## src/rtl/pe_ctrl_gen.sv

```systemverilog
// pe_ctrl_gen: sequences MACC accumulate passes over a PE buffer, tracks the write-back
// latency, then flushes the accumulated entries out through write_valid.
module pe_ctrl_gen #(
    parameter int PE_BUF_ADDR_WIDTH = 10,
    parameter int CNT_WIDTH         = 16,
    parameter int PIPE_LAT          = 3
) (
    input  logic                              clk,
    input  logic                              reset,
    input  logic                              start,
    input  logic [PE_BUF_ADDR_WIDTH-1:0]      cfg_num_outputs_m1,
    input  logic [CNT_WIDTH-1:0]              cfg_num_passes_m1,
    input  logic [2:0]                        cfg_op_code,
    input  logic                              in_valid,
    output logic [10+2*PE_BUF_ADDR_WIDTH-1:0] ctrl,
    output logic                              src_2_sel,
    output logic                              busy,
    output logic                              done
);
    localparam int AW = PE_BUF_ADDR_WIDTH;
    localparam int LW = (PIPE_LAT > 1) ? $clog2(PIPE_LAT) : 1;
    localparam logic [LW-1:0] LAT_LAST = LW'(PIPE_LAT - 1);
    localparam logic SRC_2_BIAS = 1'b0;
    localparam logic SRC_2_BUF  = 1'b1;

    typedef enum logic [2:0] {
        S_IDLE   = 3'd0,
        S_ACC    = 3'd1,
        S_DRAIN  = 3'd2,
        S_FLUSH  = 3'd3,
        S_FDRAIN = 3'd4,
        S_DONE   = 3'd5
    } state_t;

    // Handshake: no back-pressure anywhere. start is a one-cycle request honoured only in
    // IDLE; in_valid sampled high on an edge while in ACC makes the next cycle an issue.
    state_t               state_q, state_d;
    logic [AW-1:0]        addr_q, addr_d;
    logic [AW-1:0]        n_m1_q, n_m1_d;
    logic [CNT_WIDTH-1:0] pass_q, pass_d;
    logic [CNT_WIDTH-1:0] p_m1_q, p_m1_d;
    logic [LW-1:0]        lat_q, lat_d;
    logic [2:0]           op_cfg_q, op_cfg_d;

    logic                 acc_iss;
    logic                 fl_iss;
    logic [AW-1:0]        iss_addr;
    logic [2:0]           iss_op;
    logic                 sel_d;
    logic                 busy_d;
    logic                 done_d;

    logic [AW-1:0]        rd_addr_q;
    logic [AW-1:0]        wr_addr_q;
    logic                 flush_q;
    logic                 write_valid_q;
    logic                 write_req_q;
    logic                 read_req_q;
    logic                 enable_q;
    logic [2:0]           op_out_q;

    logic                 wb_v [PIPE_LAT];
    logic [AW-1:0]        wb_a [PIPE_LAT];
    logic                 fl_v [PIPE_LAT];

    // Decide what the next cycle looks like; every output is registered from these.
    always_comb begin
        state_d  = state_q;
        addr_d   = addr_q;
        n_m1_d   = n_m1_q;
        pass_d   = pass_q;
        p_m1_d   = p_m1_q;
        lat_d    = lat_q;
        op_cfg_d = op_cfg_q;
        acc_iss  = 1'b0;
        fl_iss   = 1'b0;
        iss_addr = addr_q;
        iss_op   = op_cfg_q;
        sel_d    = SRC_2_BUF;
        busy_d   = 1'b1;
        done_d   = 1'b0;
        case (state_q)
            S_IDLE: begin
                busy_d = 1'b0;
                sel_d  = SRC_2_BIAS;
                if (start && !done) begin
                    n_m1_d   = cfg_num_outputs_m1;
                    p_m1_d   = cfg_num_passes_m1;
                    op_cfg_d = cfg_op_code;
                    iss_op   = cfg_op_code;
                    iss_addr = '0;
                    pass_d   = '0;
                    addr_d   = '0;
                    lat_d    = '0;
                    busy_d   = 1'b1;
                    state_d  = S_ACC;
                    if (in_valid) begin
                        acc_iss = 1'b1;
                        if (cfg_num_outputs_m1 == '0) begin
                            state_d = S_DRAIN;
                        end else begin
                            addr_d = AW'(1);
                        end
                    end
                end
            end
            S_ACC: begin
                sel_d = (pass_q == '0) ? SRC_2_BIAS : SRC_2_BUF;
                if (in_valid) begin
                    acc_iss = 1'b1;
                    if (addr_q == n_m1_q) begin
                        state_d = S_DRAIN;
                        lat_d   = '0;
                        addr_d  = '0;
                    end else begin
                        addr_d = addr_q + AW'(1);
                    end
                end
            end
            S_DRAIN: begin
                if (lat_q == LAT_LAST) begin
                    lat_d  = '0;
                    addr_d = '0;
                    // Comparing before incrementing keeps the pass counter from ever wrapping.
                    if (pass_q != p_m1_q) begin
                        pass_d  = pass_q + CNT_WIDTH'(1);
                        state_d = S_ACC;
                    end else begin
                        state_d = S_FLUSH;
                    end
                end else begin
                    lat_d = lat_q + LW'(1);
                end
            end
            S_FLUSH: begin
                fl_iss = 1'b1;
                if (addr_q == n_m1_q) begin
                    state_d = S_FDRAIN;
                    lat_d   = '0;
                    addr_d  = '0;
                end else begin
                    addr_d = addr_q + AW'(1);
                end
            end
            S_FDRAIN: begin
                if (lat_q == LAT_LAST) begin
                    lat_d   = '0;
                    state_d = S_DONE;
                end else begin
                    lat_d = lat_q + LW'(1);
                end
            end
            S_DONE: begin
                busy_d  = 1'b0;
                done_d  = 1'b1;
                state_d = S_IDLE;
            end
            default: begin
                busy_d  = 1'b0;
                state_d = S_IDLE;
            end
        endcase
    end

    always_ff @(posedge clk or posedge reset) begin
        if (reset) begin
            state_q       <= S_IDLE;
            addr_q        <= '0;
            n_m1_q        <= '0;
            pass_q        <= '0;
            p_m1_q        <= '0;
            lat_q         <= '0;
            op_cfg_q      <= '0;
            rd_addr_q     <= '0;
            wr_addr_q     <= '0;
            flush_q       <= 1'b0;
            write_valid_q <= 1'b0;
            write_req_q   <= 1'b0;
            read_req_q    <= 1'b0;
            enable_q      <= 1'b0;
            op_out_q      <= '0;
            src_2_sel     <= SRC_2_BIAS;
            busy          <= 1'b0;
            done          <= 1'b0;
            for (int i = 0; i < PIPE_LAT; i++) begin
                wb_v[i] <= 1'b0;
                wb_a[i] <= '0;
                fl_v[i] <= 1'b0;
            end
        end else begin
            state_q    <= state_d;
            addr_q     <= addr_d;
            n_m1_q     <= n_m1_d;
            pass_q     <= pass_d;
            p_m1_q     <= p_m1_d;
            lat_q      <= lat_d;
            op_cfg_q   <= op_cfg_d;
            read_req_q <= acc_iss | fl_iss;
            enable_q   <= acc_iss;
            flush_q    <= fl_iss;
            op_out_q   <= (acc_iss | fl_iss) ? iss_op : 3'd0;
            if (acc_iss | fl_iss) begin
                rd_addr_q <= iss_addr;
            end
            src_2_sel <= sel_d;
            busy      <= busy_d;
            done      <= done_d;
            // Slot 0 lines up with the issue cycle, so the tap after the last slot is t+PIPE_LAT.
            wb_v[0] <= acc_iss;
            wb_a[0] <= iss_addr;
            fl_v[0] <= fl_iss;
            for (int i = 1; i < PIPE_LAT; i++) begin
                wb_v[i] <= wb_v[i-1];
                wb_a[i] <= wb_a[i-1];
                fl_v[i] <= fl_v[i-1];
            end
            write_req_q   <= wb_v[PIPE_LAT-1];
            wr_addr_q     <= wb_v[PIPE_LAT-1] ? wb_a[PIPE_LAT-1] : '0;
            write_valid_q <= fl_v[PIPE_LAT-1];
        end
    end

    assign ctrl = {1'b0, 1'b0, rd_addr_q, wr_addr_q, flush_q, write_valid_q,
                   write_req_q, read_req_q, enable_q, op_out_q};

endmodule

```

## config.mk

```make
export PLATFORM = sky130hd
export DESIGN_NAME = pe_ctrl_gen
export DESIGN_NICKNAME = d
export VERILOG_FILES = /design/src/rtl/pe_ctrl_gen.sv
export SDC_FILE = /design/constraint.sdc
export NUM_CORES = 1
export LEC_CHECK = 0
export ABC_AREA = 1
export ABC_CLOCK_PERIOD_IN_PS = 11470
export CORE_MARGIN = 4
export CORE_UTILIZATION = 45
export CTS_BUF_LIST = sky130_fd_sc_hd__clkbuf_8 sky130_fd_sc_hd__clkbuf_16
export DETAILED_ROUTE_END_ITERATION = 8
export PLACE_DENSITY = 0.66
export SYNTH_ARGS = -nofsm -noshare
export SYNTH_HDL_FRONTEND = slang
export SYNTH_SLANG_ARGS = --single-unit
```

## constraint.sdc

```tcl
create_clock -name clk -period 11.47 [get_ports clk]
set_input_delay 2.294 -clock clk [delete_from_list [all_inputs] [get_ports clk]]
set_output_delay 2.294 -clock clk [all_outputs]
set_load 0.01 [all_outputs]
```

# Yosys cells after proc, flatten, opt, wreduce, memory -nomap -nowiden
# Cells that the tools add are included.
[op_classes]
addsub = 3
eq_ne = 15
n_mux = 41
n_bitwise = 1
reduce_logical = 15
[ops]
columns = ["cell", "count"]
rows = [
  ["2-to-1 mux 10 bit", 7],
  ["2-to-1 mux 16 bit", 3],
  ["case mux 10 bit (4 select lines)", 1],
  ["case mux 16 bit (2 select lines)", 1],
  ["2-to-1 mux 3 bit", 9],
  ["adder 16 x 1 -> 16 bit (second input constant)", 1],
  ["zero test 16 bit", 1],
  ["!= test 16 bit", 1],
  ["case mux 3 bit (5 select lines)", 1],
  ["2-to-1 mux 2 bit", 7],
  ["!= test 2 bit (second input constant)", 7],
  ["adder 10 x 1 -> 10 bit (second input constant)", 1],
  ["== test 10 bit", 1],
  ["zero test 10 bit", 1],
  ["2-to-1 mux 1 bit", 8],
  ["case mux 2 bit (4 select lines)", 1],
  ["AND reduction 4 bit", 2],
  ["nonzero test 4 bit", 2],
  ["== test 3 x 2 -> 1 bit (second input constant)", 2],
  ["== test 3 bit (second input constant)", 2],
  ["case mux 1 bit (2 select lines)", 3],
  ["AND reduction 6 bit", 1],
  ["OR reduction 4 bit", 1],
  ["== test 3 x 1 -> 1 bit (second input constant)", 1],
  ["10 further kinds", 10],
]
[word_totals]
ff_bits = 125
in_bits = 33
output_inout_bits = 33
wordCells = 100

# Logic depth before layout (Yosys ltp)
[depth]
depth_word = 6
depth_mapped = 13
mapped_depth_nobuf = 12

# Worst setup path after synthesis
# OpenSTA, ideal clock, no wires.
[synth_path]
path_kind = "input-to-reg"
startpoint = "input port start"
endpoint = "register addr_q[3]"
setup_ns = 0.120
arrival_time_ns = 3.247
t_required_ns = 11.350
slack_ns = 8.103
path_stages = 8
path_buffers = 0
path_cell_list = "inv_1 > nor2_1 > inv_1 > nand2_1 > o21ai_2 > nor2_4 > nand2_1 > and3_2"
[synth_between]
elab_chain_len = 3
[synth_rtl]
columns = ["element", "line", "text"]
rows = [
  ["from (decl)", "10", "input logic start,"],
  ["logical AND 1 bit", "86", "if (start && !done) begin"],
  ["!= test 2 bit (no source line)", "-", ""],
  ["AND reduction 4 bit (no source line)", "-", ""],
  ["to (signal assigned)", "192", "addr_q <= addr_d;"],
  ["to (decl)", "38", "logic [AW-1:0] addr_q, addr_d;"],
]
# No other way between the ends.
# A chain may end at the register's enable or synchronous reset.

# Final worst setup path
[layout_path]
startpoint = "input port start"
endpoint = "register op_out_q[1]"
[layout_between]
elab_chain_len = 5
word_cells_on_any_way = 7
cone_classes = "mux (5); bitwise (1); reduce/logical (1)"
[layout_rtl]
columns = ["element", "line", "text"]
rows = [
  ["logical AND 1 bit (*)", "86", ""],
  ["2-to-1 mux 1 bit", "86", ""],
  ["case mux 1 bit (2 select lines)", "82", "case (state_q)"],
  ["OR 1 bit", "201", "op_out_q <= (acc_iss | fl_iss) ? iss_op : 3'd0;"],
  ["2-to-1 mux 3 bit (*)", "201", ""],
  ["to (signal assigned)", "201", ""],
  ["to (decl)", "60", "logic [2:0] op_out_q;"],
]
# Mark *: on every way between the ends. The rest lies on a longest branch, timed or not.

==> run summary <==
• **crit path capture type** flip-flop
• **commonest cells after routing, fill and taps aside** sky130_fd_sc_hd__nand2_1 (235), sky130_fd_sc_hd__dfrtp_1 (125), sky130_fd_sc_hd__inv_1 (85)
• **Post-Synthesis Cells** 689
• **Least-Margin Pin Slew** 965 ps
• **post-layout worst setup margin** 7600 ps
• **Highest Clock Rate** 259 MHz
• **Max Slew Vio Count** 0
• **post-CTS clock slew at the launch and capture registers of the worst setup and hold paths** 60 ps
• **unrepaired setup endpoints after global routing** false
• **length of the first detailed-routing pass in iterations** 5
• **Setup Skew** 5.99 ps
• **Max-Cap Viols** 0
• **cell at the root of the clock tree** sky130_fd_sc_hd__clkbuf_16
• **number of clock buffers inserted by TritonCTS** 17
• **internal power contribution** 0.00109 W
• **placed inst area** 6350 sq um
• **final cycle utilization of the critical path** 0.337
• **num ports** 66
• **crit path time final** 3870 ps
• **hold_sp** wb_a[12]
• **post-CTS sizing** 0
• **number of buffers inserted for hold repair after clock tree synthesis** 0
• **cell row count** 40
• **Chip Width** 120 um
• **most common cell after layout, fill and taps aside** sky130_fd_sc_hd__nand2_1
• **worst-path fanout max** 59
• **end of the worst register-to-register path** op_out_q[1]
• **Fin. Hold Viols** 0
• **global-route wire length before repair** 20.6 mm
• **Max clock buf depth** 2
• **Max VDD drop** 0.000130 V
• **fraction of final layout cells sized beyond drive strength 1** 0.0770
• **register-to-register setup slack** 9360 ps
• **cell with the largest stage delay on the worst path** sky130_fd_sc_hd__clkdlybuf4s50_1
• **combined global-route utilization of all metal layers** 0.179
• **classification of the worst setup path** in -> reg
• **net switching power** 0.000607 W
• **arrival time at the worst endpoint** 4150 ps
• **Total Die Area** 14,400 sq um
• **power per cell area** 243 nW/um^2
• **share of power burned in combinational logic** 0.305
• **result of the run** completed
• **switching share of power** 0.358
• **critical path launch point type** primary input
• **Static Leakage** 3.52 nW
• **Worst Setup Slack post-DPL** 7180 ps
• **vias** 4,502
• **worst hold path cell count** 0
• **initial core utilization** 0.464
• **Yosys warning total** 0
• **Layout Cell Area excl Fill** 6990 sq um
• **Wirelength per Cell** 12.9 um
• **sink of the worst hold path** wb_a[2]
• **Cell Area, Synth** 5620 sq um
• **H-tree depth** 4
• **placeable core region** 12,100 sq um
• **count of buffers from port buffering** 63
• **initial DRC count** 270
• **maximum number of pins on one net before global-route repair** 81
• **synthesized area per cell** 8.16 sq um
• **cell chain of the critical path** clkdlybuf4s50_1 > inv_1 > nor2_1 > inv_1 > nor2_4 > buf_4 > inv_2 > o21ai_0 > nor2_1
• **count of different cell masters after synthesis** 32
• **layout filler cell count** 1,077
• **Sink Count** 125
• **sequential fraction of the synthesis area** 0.556
• **clock share of power** 0.338
• **critical path data required time** 11,750 ps
• **overall routed net length** 12.0 mm
• **Congestion Overflow GR** 0
• **vias in the first global route** 4,391
• **height of the die** 120 um
• **final RePlAce weighted congestion** 0.915
• **reg-to-reg critical path startpoint** state_q[2]
• **net count of the finished layout** 790
• **Max transition margin** 0.356
• **DRT antenna net count** 0
• **Hold WS** 342 ps
• **initial antenna violation count** 0
• **worst reg-to-reg path cell count** 9
• **final-layout setup total negative slack** 0 ps
• **type of the tightest min-delay check** reg -> reg
• **Remaining DRCs** 0
• **detailed placer's ending HPWL** 8.36 mm
• **peak per-stage delay on the critical path** 460 ps
• **Clk Latency, worst-skew pair** 400 ps
• **final standard cell utilization of the core** 0.577
• **Final setup viols** 0
• **Synth Register Bits** 125
• **TritonCTS clock tree** built
• **portion of total power attributed to sequential cells** 0.357
• **detail-routed via count per cell** 4.82
• **post-CTS setup buffer count** 0
• **area overhead of the layout relative to synthesis** 24.2%
• **antenna diode instance count** 0
## layout make-up
type                            count  area (sq um)  area share
Clock buffer                       17           425      0.0609
Inverter                           92           348      0.0498
Multi-Input combinational cell    452          2010       0.288
Timing Repair Buffer               66           653      0.0935
Sequential cell                   125          3130       0.448
Clock inverter                     14           208      0.0297
Tap cell                          168           210      0.0301
## flip-flops by register name (all words and copies together) (netlist names), 10 cells and up
signal / flops
addr_q: 10
n_m1_q: 10
p_m1_q: 16
pass_q: 16
rd_addr_q: 10
wb_a: 30
wr_addr_q: 10
## power groups by stage
stage / Combinational, W / Clock (W) / Sequential, W
6_report: 0.000517 / 0.000573 / 0.000606
2_1_floorplan: 0.000391 / 0 / 0.000599
3_3_place_gp: 0.000503 / 0 / 0.000609
5_1_grt: 0.000587 / 0.000604 / 0.000619
4_1_cts: 0.000519 / 0.000581 / 0.000607
3_5_place_dp: 0.000515 / 0 / 0.000612
## cells in the mapped netlist (all sizes together)
cell	instances	share of area
nand4	8	0.0089
clkbuf	3	0.0020
nor3	11	0.0098
nor2	79	0.057
ha	3	0.0067
a22oi	1	0.0013
xnor2	2	0.0031
or2	4	0.0044
buf	18	0.023
nor3b	2	0.0027
xor2	8	0.012
conb	1	0.00067
inv	92	0.061
nor4	1	0.0011
a21oi	7	0.0062
nand3	41	0.036
o22ai	2	0.0022
nand2	242	0.17
o21ai	37	0.034
and3	2	0.0027
dfrtp	125	0.56
## cells by family (layout without fill, tap and decap cells)
| logic type | count (synthesis) | in the layout | share of synthesized area |
|---|---|---|---|
| flip-flops | 125 | 125 | 0.556 |
| adder cells (fa/ha/maj) | 3 | 3 | 0.00667 |
| other | 1 | 2 | 0.000667 |
| buffers and inverters | 113 | 189 | 0.0863 |
| AND/OR/NAND/NOR | 390 | 390 | 0.291 |
| XOR/XNOR | 10 | 10 | 0.0156 |
| AO/OA/AOI/OAI | 47 | 47 | 0.0434 |
## critical path: cells and delay by family
kind / cells / cell delay (ps)
and+or+nand+nor: 3 / 310
buffers and inverters: 5 / 1250
AOI/OAI and AO/OA: 1 / 270
## per-layer routing
layer,part of all wire,vias up,track usage
met2,0.46,129,0.278
met5,0,-,0
met4,0.018,0,0.0823
met1,0.48,2116,0.244
met3,0.044,18,0.0339
li1,-,2239,-
## per-stage QoR
stage,total power [W],cells
finish,0.00170,934
CTS,0.00171,934
detailed placement,0.00113,903
global route,0.00181,934
floorplan,0.000990,690
global placement,0.00111,903
## worst max path at each step
stage / to / slack, ps / cells after the start / startpoint
after floorplan: addr_q[0] / 5850 / 1 / reset
after global placement: op_out_q[2] / 7260 / 9 / start
after detailed placement: op_out_q[1] / 7180 / 9 / start
after CTS: op_out_q[1] / 7600 / 9 / start
after global routing: op_out_q[1] / 7380 / 9 / start
final: op_out_q[1] / 7600 / 9 / start
(Power assumes the default switching activity.)
